**src/rtl/spi_pkg.sv**
```systemverilog
// Shared definitions for the SPI register file: FSM states, R/W encoding
// and the frame width derivation used by the top level and the bench.
package spi_pkg;

  typedef enum logic [1:0] {
    ST_IDLE,
    ST_CMD,
    ST_DATA,
    ST_DONE
  } spi_state_e;

  localparam logic RW_WRITE = 1'b1;
  localparam logic RW_READ  = 1'b0;

  // One R/W bit, then the address field, then the data field.
  function automatic int frame_width(input int addr_w, input int data_w);
    return 1 + addr_w + data_w;
  endfunction

endpackage

```
**src/rtl/spi_sync.sv**
```systemverilog
// Parameterised-width 2-flop synchroniser with edge detection.
// A third flop holds the previous synchronised value so that rise and fall
// are single clk pulses in the clk domain.
module spi_sync #(
  parameter int             W         = 1,
  parameter logic [W-1:0]   RESET_VAL = '0
) (
  input  logic         clk,
  input  logic         rst_n,
  input  logic [W-1:0] async_in,
  output logic [W-1:0] sync,
  output logic [W-1:0] rise,
  output logic [W-1:0] fall
);

  logic [W-1:0] meta;
  logic [W-1:0] stage2;
  logic [W-1:0] stage3;

  // Two metastability flops followed by the history flop for edge detection.
  always_ff @(posedge clk or negedge rst_n) begin
    if (!rst_n) begin
      meta   <= RESET_VAL;
      stage2 <= RESET_VAL;
      stage3 <= RESET_VAL;
    end else begin
      meta   <= async_in;
      stage2 <= meta;
      stage3 <= stage2;
    end
  end

  assign sync = stage2;
  assign rise = stage2 & ~stage3;
  assign fall = ~stage2 & stage3;

endmodule

```
**src/rtl/spi_regfile.sv**
```systemverilog
// SPI mode-0 slave register file. Frames are R/W bit, address, data, MSB
// first. Optional readback on cipo is compiled in with SPI_REG_READ_EN.
module spi_regfile
  import spi_pkg::*;
#(
  parameter int NUM_REGS = 8,
  parameter int ADDR_W   = 7,
  parameter int DATA_W   = 8
) (
  input  logic                       clk,
  input  logic                       rst_n,
  input  logic                       sclk,
  input  logic                       ncs,
  input  logic                       copi,
  output logic                       cipo,
  output logic [NUM_REGS*DATA_W-1:0] regs_out,
  output logic [NUM_REGS-1:0]        wr_strobe,
  output logic                       frame_err
);

  localparam int FRAME_W = frame_width(ADDR_W, DATA_W);
  localparam int CNT_W   = $clog2(FRAME_W + 2);
  localparam logic [CNT_W-1:0] CNT_FULL = CNT_W'(FRAME_W);
  localparam logic [CNT_W-1:0] CNT_SAT  = CNT_W'(FRAME_W + 1);
  localparam logic [CNT_W-1:0] CNT_HDR  = CNT_W'(ADDR_W);

  logic [2:0] sync_v;
  logic [2:0] rise_v;
  logic [2:0] fall_v;

  // ncs resets high so the bus looks idle while rst_n is asserted.
  spi_sync #(.W(3), .RESET_VAL(3'b010)) u_sync (
    .clk      (clk),
    .rst_n    (rst_n),
    .async_in ({sclk, ncs, copi}),
    .sync     (sync_v),
    .rise     (rise_v),
    .fall     (fall_v)
  );

  logic ncs_s, copi_s, sclk_rise, ncs_rise, ncs_fall, sample;
  assign ncs_s     = sync_v[1];
  assign copi_s    = sync_v[0];
  assign sclk_rise = rise_v[2];
  assign ncs_rise  = rise_v[1];
  assign ncs_fall  = fall_v[1];
  assign sample    = sclk_rise && !ncs_s;

  logic unused_sync;
  assign unused_sync = ^{sync_v[2], rise_v[0], fall_v[0], fall_v[2]};

  logic [1:0] settle_cnt;
  logic       armed;

  // After reset the synchroniser flushes its forced-high ncs; a frame that was
  // already running would look like a fresh ncs fall, so frames are only
  // accepted once ncs has been genuinely seen high.
  always_ff @(posedge clk or negedge rst_n) begin
    if (!rst_n) begin
      settle_cnt <= '0;
      armed      <= 1'b0;
    end else begin
      if (settle_cnt != 2'd3) settle_cnt <= settle_cnt + 2'd1;
      if (settle_cnt == 2'd3 && ncs_s) armed <= 1'b1;
    end
  end

  spi_state_e                 state;
  logic [CNT_W-1:0]           bit_cnt;
  logic [FRAME_W-1:0]         shift_q;
  logic [NUM_REGS*DATA_W-1:0] regs_q;
  logic [NUM_REGS-1:0]        strobe_q;
  logic                       err_q;

  logic              cmd_rw;
  logic [ADDR_W-1:0] cmd_addr;
  logic [DATA_W-1:0] cmd_data;
  logic              addr_ok;
  assign cmd_rw   = shift_q[FRAME_W-1];
  assign cmd_addr = shift_q[DATA_W +: ADDR_W];
  assign cmd_data = shift_q[DATA_W-1:0];
  assign addr_ok  = int'(cmd_addr) < NUM_REGS;

  // Frame FSM: bit capture, frame validation and the register commit.
  always_ff @(posedge clk or negedge rst_n) begin
    if (!rst_n) begin
      state    <= ST_IDLE;
      bit_cnt  <= '0;
      shift_q  <= '0;
      regs_q   <= '0;
      strobe_q <= '0;
      err_q    <= 1'b0;
    end else begin
      strobe_q <= '0;
      err_q    <= 1'b0;
      if (ncs_rise) begin
        err_q <= (bit_cnt != '0) && (bit_cnt != CNT_FULL);
        state <= (state == ST_DATA) ? ST_DONE : ST_IDLE;
      end else if (ncs_fall && armed) begin
        state   <= ST_CMD;
        bit_cnt <= '0;
        shift_q <= '0;
      end else begin
        case (state)
          ST_CMD, ST_DATA: begin
            if (sample) begin
              shift_q <= {shift_q[FRAME_W-2:0], copi_s};
              if (bit_cnt != CNT_SAT) bit_cnt <= bit_cnt + CNT_W'(1);
              if (state == ST_CMD && bit_cnt == CNT_HDR) state <= ST_DATA;
            end
          end
          ST_DONE: begin
            if (bit_cnt == CNT_FULL && cmd_rw == RW_WRITE && addr_ok) begin
              regs_q[int'(cmd_addr)*DATA_W +: DATA_W] <= cmd_data;
              strobe_q <= NUM_REGS'(1) << cmd_addr;
            end
            state <= ST_IDLE;
          end
          default: ;
        endcase
      end
    end
  end

  assign regs_out  = regs_q;
  assign wr_strobe = strobe_q;
  assign frame_err = err_q;

`ifdef SPI_REG_READ_EN
  logic [ADDR_W:0]   hdr_next;
  logic [ADDR_W-1:0] hdr_addr;
  logic              hdr_done;
  logic [DATA_W-1:0] rd_value;
  logic [DATA_W-1:0] rd_sh;
  logic              cipo_q;

  assign hdr_next = {shift_q[ADDR_W-1:0], copi_s};
  assign hdr_addr = hdr_next[ADDR_W-1:0];
  assign hdr_done = (state == ST_CMD) && sample && (bit_cnt == CNT_HDR) && !ncs_fall;

  // Read mux: out-of-range addresses read as zero.
  always_comb begin
    rd_value = '0;
    if (int'(hdr_addr) < NUM_REGS) rd_value = regs_q[int'(hdr_addr)*DATA_W +: DATA_W];
  end

  // Load at the end of the header, then present one bit per sclk fall so the
  // MSB is stable before the first data rising edge.
  always_ff @(posedge clk or negedge rst_n) begin
    if (!rst_n) begin
      rd_sh  <= '0;
      cipo_q <= 1'b0;
    end else if (ncs_rise || ncs_fall) begin
      rd_sh  <= '0;
      cipo_q <= 1'b0;
    end else if (hdr_done) begin
      rd_sh  <= (hdr_next[ADDR_W] == RW_READ) ? rd_value : '0;
      cipo_q <= 1'b0;
    end else if (state == ST_DATA && fall_v[2] && !ncs_s) begin
      cipo_q <= rd_sh[DATA_W-1];
      rd_sh  <= rd_sh << 1;
    end
  end

  assign cipo = cipo_q;
`else
  assign cipo = 1'b0;
`endif

endmodule

```
**config.mk**
```make
export PLATFORM = sky130hd
export DESIGN_NAME = spi_regfile
export DESIGN_NICKNAME = d
export VERILOG_FILES = /design/src/rtl/spi_pkg.sv /design/src/rtl/spi_sync.sv /design/src/rtl/spi_regfile.sv
export SDC_FILE = /design/constraint.sdc
export NUM_CORES = 1
export LEC_CHECK = 0
export ABC_AREA = 1
export CORE_MARGIN = 3
export CORE_UTILIZATION = 40
export CTS_CLUSTER_SIZE = 25
export DETAILED_ROUTE_END_ITERATION = 6
export GPL_TIMING_DRIVEN = 0
export SKIP_LAST_GASP = 1
export SYNTH_ARGS = -nofsm -noshare
export SYNTH_HDL_FRONTEND = slang
export SYNTH_SLANG_ARGS = --single-unit
```
**constraint.sdc**
```tcl
create_clock -name clk -period 3.1 [get_ports clk]
set_clock_uncertainty 0.15 [all_clocks]
set_input_delay 0.465 -clock clk [delete_from_list [all_inputs] [get_ports clk]]
set_output_delay 0.465 -clock clk [all_outputs]
set_load 0.01 [all_outputs]
```
* After elaboration in Yosys (flattened, before gate mapping) *
Index checks and enable logic that the tools add are counted.

word-level totals
  register bits after elaboration = 108
  input bits = 5
  logic and storage cells = 72

cells by class
  add/subtract/negate cells = 3
  $lt $le $gt $ge = 1
  equality and inequality tests = 11
  shift operators = 3
  multiplexer cells = 19
  bitwise logic cells = 6
  reductions and logical operators = 18

operators with widths
  cell                                                   number
  bitwise mux 64 bit                                     1
  variable shift 8 x 33 -> 64 bit, first input constant  1
  indexed part select 8 x 33 -> 64 bit                   1
  two-way mux 16 bit                                     3
  negation 10 -> 33 bit                                  1
  two-way mux 8 bit                                      4
  two-way mux 5 bit                                      4
  two-way mux 2 bit                                      5
  inequality test 5 bit, second input constant           2
  inequality test 4 bit, second input constant           2
  AND reduction 4 bit                                    2
  << shifter 1 x 7 -> 8 bit, first input constant        1
  logical AND 1 bit                                      7
  < comparator 7 x 4 -> 1 bit, second input constant     1
  == test 2 bit, second input constant                   3
  AND reduction 3 bit                                    2
  nonzero test 2 bit                                     3
  adder 5 x 1 -> 5 bit, second input constant            1
  == test 5 x 3 -> 1 bit, second input constant          1
  == test 5 bit, second input constant                   1
  nonzero test 5 bit                                     1
  case mux 2 bit (2 select lines)                        1
  nonzero test 4 bit                                     1
  AND 3 bit                                              1
  other kinds (10)                                       11

* Longest topological paths before layout *
  word-level depth = 7
  depth in mapped cells = 14
  gate-level depth less buffers = 12

* By module *
From an unflattened synthesis, not the netlist that was laid out.

unflattened totals
  cells, all modules = 526
  area total of the unflattened synthesis = 4844.6 µm²

by module, submodules not included
  module       instances  cells an instance  area an instance (µm²)
  spi_regfile  1          505                4570.6
  spi_sync     1          21                 274.0

* Worst setup path after synthesis *
No wires, ideal clock.

  kind = register to register
  start point = register shift_q[8]
  end point = register regs_q[61] (netlist: regs_out[61])
  setup time = 0.118 ns
  data arrival time = 2.386 ns
  required time = 2.832 ns
  slack = 0.446 ns
  stages on the path, launching flop included = 15
  buffers on the path = 2
  clock period less this slack = 2.654 ns
  path through = dfrtp_1 > inv_2 > buf_1 > ha_1 > nand3_1 > nor2_1 > ha_1 > nand3_1 > inv_1 > nand2_1 > nor2_8 > nand3_2 > buf_6 > nand2_1 > o21ai_2

on the way
  longest elaborated chain between the ends = 3

ends and longest elaborated chain
  what                                                                  RTL line                               source
  from (decl)                                                           spi_regfile.sv:70                      logic [FRAME_W-1:0] shift_q;
  from (signal assigned)                                                spi_regfile.sv:107                     shift_q <= {shift_q[FRAME_W-2:0], copi_s};
  negation 10 -> 33 bit or < comparator 7 x 4 -> 1 bit (tied branches)  spi_regfile.sv:114, spi_regfile.sv:82
  indexed part select 8 x 33 -> 64 bit, or another cell as far along    spi_regfile.sv:114                     regs_q[int'(cmd_addr)*DATA_W +: DATA_W] <= cmd_data;
  bitwise mux 64 bit or AND reduction 4 bit (tied branches)             n/a
  to (signal, indexed assignment)                                       spi_regfile.sv:114
  to (decl)                                                             spi_regfile.sv:71                      logic [NUM_REGS*DATA_W-1:0] regs_q;

Parallel ways exist; a longest one is shown, timed or not.
A chain may end at the register's enable or synchronous reset.

* Final worst setup path *
  start point = register shift_q[8]
  end point = register regs_q[23] (netlist: regs_out[23])

The elaborated chain is that of the path after synthesis.

==> run metrics <==
post-synthesis sequential area ratio=53.5%; Yosys top cell by area=dfrtp_1; most frequent cells in the layout=nand2_1 (140), dfrtp_1 (103), nand3_1 (77), clkdlybuf4s50_1 (76), nor3_1 (39); FF-to-FF path depth=13; cts bufs inserted=9; Layout area overhead=27.2%; CTS Root Cell=clkbuf_16; fraction of the mapped netlist area in adder cells=2.50%; Final ANT Viol Nets=0; vias in the first global route=around 4.2k; Routed WL per cell=between 10 and 15 microns; Post-synth EDFFs=0; Worst R2R End=regs_out[23]; DRT Wirelength=roughly 12000 microns; DRC violations left=0; TritonCTS clock tree=done; fin area=between 6000 and 7000 sq um; slew of the pin with the lowest slew margin=854 ps; worst hold path type=flip-flop to flip-flop; final-report max-slew violation count=0; switching share of total power=25.0%; Pre-antenna DRT Iters=4; FF+latch count, synth=107; post-synthesis mux area share=0.225%; Clock Latency Late Sink=340 ps; critical path capture point type=flip-flop; Max-Cap Viols=0; max frequency=approximately 350 MHz; DR iter-0 viols=375; Worst EP arrival=2990 ps; wire length on met2=5630 microns; sequential share of power=between 50% and 60%; Mapped Cells=566; Synth warnings=0; Post-Syn Area per Cell=roughly 9 sq um; RSZ-0062 raised after global routing=no; final setup violation count=0; total global routing track utilization=18.6%; die width=between 100 and 150 microns; pwr dens=427 nW/um^2; Final Util=a little over half; core box area=approximately 12000 sq um; Hold WS=200 ps; Main synth FF type=dfrtp_1; area share of the largest cell type after synthesis=51.9%; GR Overflow Total=0; outcome=completed; Worst EP required=around 3200 ps; Mapped Nets=581; Die ar.=13900 sq um; Die H=118 microns; # rows=40; count of cell types in the netlist=39; clock-pin transition on the worst setup and hold timing paths=around 80 ps; first-pass GRT wire length=21300 microns; Post-DP HPWL=9150 microns; synthesized cell area=5010 sq um; Power Internal=0.00204 W; r2r setup slk=250 ps; synthesized-area fraction occupied by and/or/nand/nor cells=31.4%; WL met3=611 microns; Initial Utilization=41.4%; Leakage=about 2.9 nW; clock network power share=39.3%; Pwr Total=between 0.002 and 0.003 W; Vias=4229; area fraction in compound gates after synthesis=6.54%; worst setup path endpoint=regs_out[23]; initial antenna violation count=0; IO buf count=77; M1 WL=6060 microns; reg2reg start=shift_q[8]; Post-Synth XOR/XNOR Area=0.524%; nets=676; TNS Setup=0 ps; Peak VDD IR=0.228 mV; htree depth=3; Post-synth ARST share=100%; Crit Path Class=flip-flop to flip-flop; # IOs=79; routability cong.=between 0.8 and 0.9; Net Sw Power=approximately 0.00068 W; critical path startpoint=shift_q[8]; Top Metal Used=met4; most area-consuming cells after synthesis=dfrtp_1 (52%), nand2_1 (10%), nand3_1 (7.7%), nor3_1 (3.9%), nand4_1 (2.6%); Area after DPL=6020 sq um; Ant. Diodes=0; total clock sinks=~110; shortest period the worst path allows=2850 ps; leading cell type in the layout, fill and taps excluded=nand2_1; largest family of logic cells by synthesized area=simple AND/OR/NAND/NOR gates; CP Launch Type=flip-flop; post-DR vias/cell=5.07; Fin. Hold Viols=0; CP max FO=10; largest net degree at the start of global routing=74; Slew headroom=42.7%; clock tree buffer depth=2; share of layout cells above drive strength 1=11.7%; Comb power frac=roughly 7.3%; Final period util=between 90 and 100%
[critical path: stages (launching register included)]
cell	delay, ps
dfrtp_2	470
inv_4	90
clkbuf_4	200
ha_1	260
nand3_1	140
nor2_1	60
ha_1	290
nand3_1	120
nor2_1	120
nand4_1	230
nor2_4	210
buf_2	210
nand3_1	150
nand2_1	90
[what timing repair did]
item | in CTS | in global routing
setup buffers | 0 | 5
hold endpoints to repair | 34 | 0
hold buffers | 1 | 0
resized for setup | 1 | 7
pin swaps | 0 | 3
gates cloned | 0 | 0
endpoints found under the setup margin | 11 | 35
[worst min-delay path by stage]
stage	startpoint	to	slack, ps	depth (start not counted)
after floorplan	rst_n	armed	20	0
after global placement	u_sync.meta[0]	u_sync.sync[0]	180	0
after detailed placement	u_sync.meta[0]	u_sync.sync[0]	190	0
after CTS	u_sync.meta[0]	u_sync.sync[0]	200	0
after global routing	u_sync.meta[0]	u_sync.sync[0]	210	0
final	u_sync.meta[0]	u_sync.sync[0]	200	0
[per-layer routing]
layer | track usage, % | vias up
met1 | 26.6 | 2009
met4 | 4.62 | 0
li1 | - | 2107
met5 | 0 | -
met3 | 4.04 | 7
met2 | 29.0 | 106
[logic make-up after synthesis]
logic type | count (synthesis)
xor+xnor | 3
compound gates | 54
buf+inv | 62
simple gates | 328
mux | 1
fa+ha+maj | 10
flops | 107
other cells | 1
[cell usage after synthesis, drive strengths merged, types with 10 or more instances]
master	count
nor3	40
o22ai	14
clkbuf	10
ha	10
inv	34
o21ai	34
nand4	25
nor2	39
buf	17
nand2	141
nand3	80
dfrtp	104
[registers in the layout (all words and copies together), names as in the netlist]
register,count
armed,1
bit_cnt,5
regs_out,64
u_sync.meta,3
frame_err,1
wr_strobe,8
u_sync.stage3,2
state,2
shift_q,16
u_sync.sync,3
settle_cnt,2
[power groups by stage]
stage / registers, W / clock network (W) / logic (W)
global route: 0.00146 / 0.00116 / 0.000231
global placement: 0.00148 / 0 / 0.000188
finish: 0.00146 / 0.00107 / 0.000198
CTS: 0.00146 / 0.00109 / 0.000202
detailed placement: 0.00148 / 0 / 0.000200
floorplan: 0.00147 / 0 / 0.000123
[area by class of cell]
class                      instances  area (sq um)
clock buffer                       9           225
sequential                       107          2680
clock inverter                     7          55.1
inverter                          35           134
buffer                            27           134
fill                            1157          5740
multi-input combinational        397          2090
tap                              168           210
timing repair buffer              84           843
[through the flow]
step | std cells | setup slack, ps
2_1_floorplan | 566 | 446
3_3_place_gp | 811 | -2530
3_5_place_dp | 812 | -30.4
4_1_cts | 829 | 113
5_1_grt | 834 | 50.2
6_report | 834 | 249
Note: power is estimated with default switching activity, not from simulation.
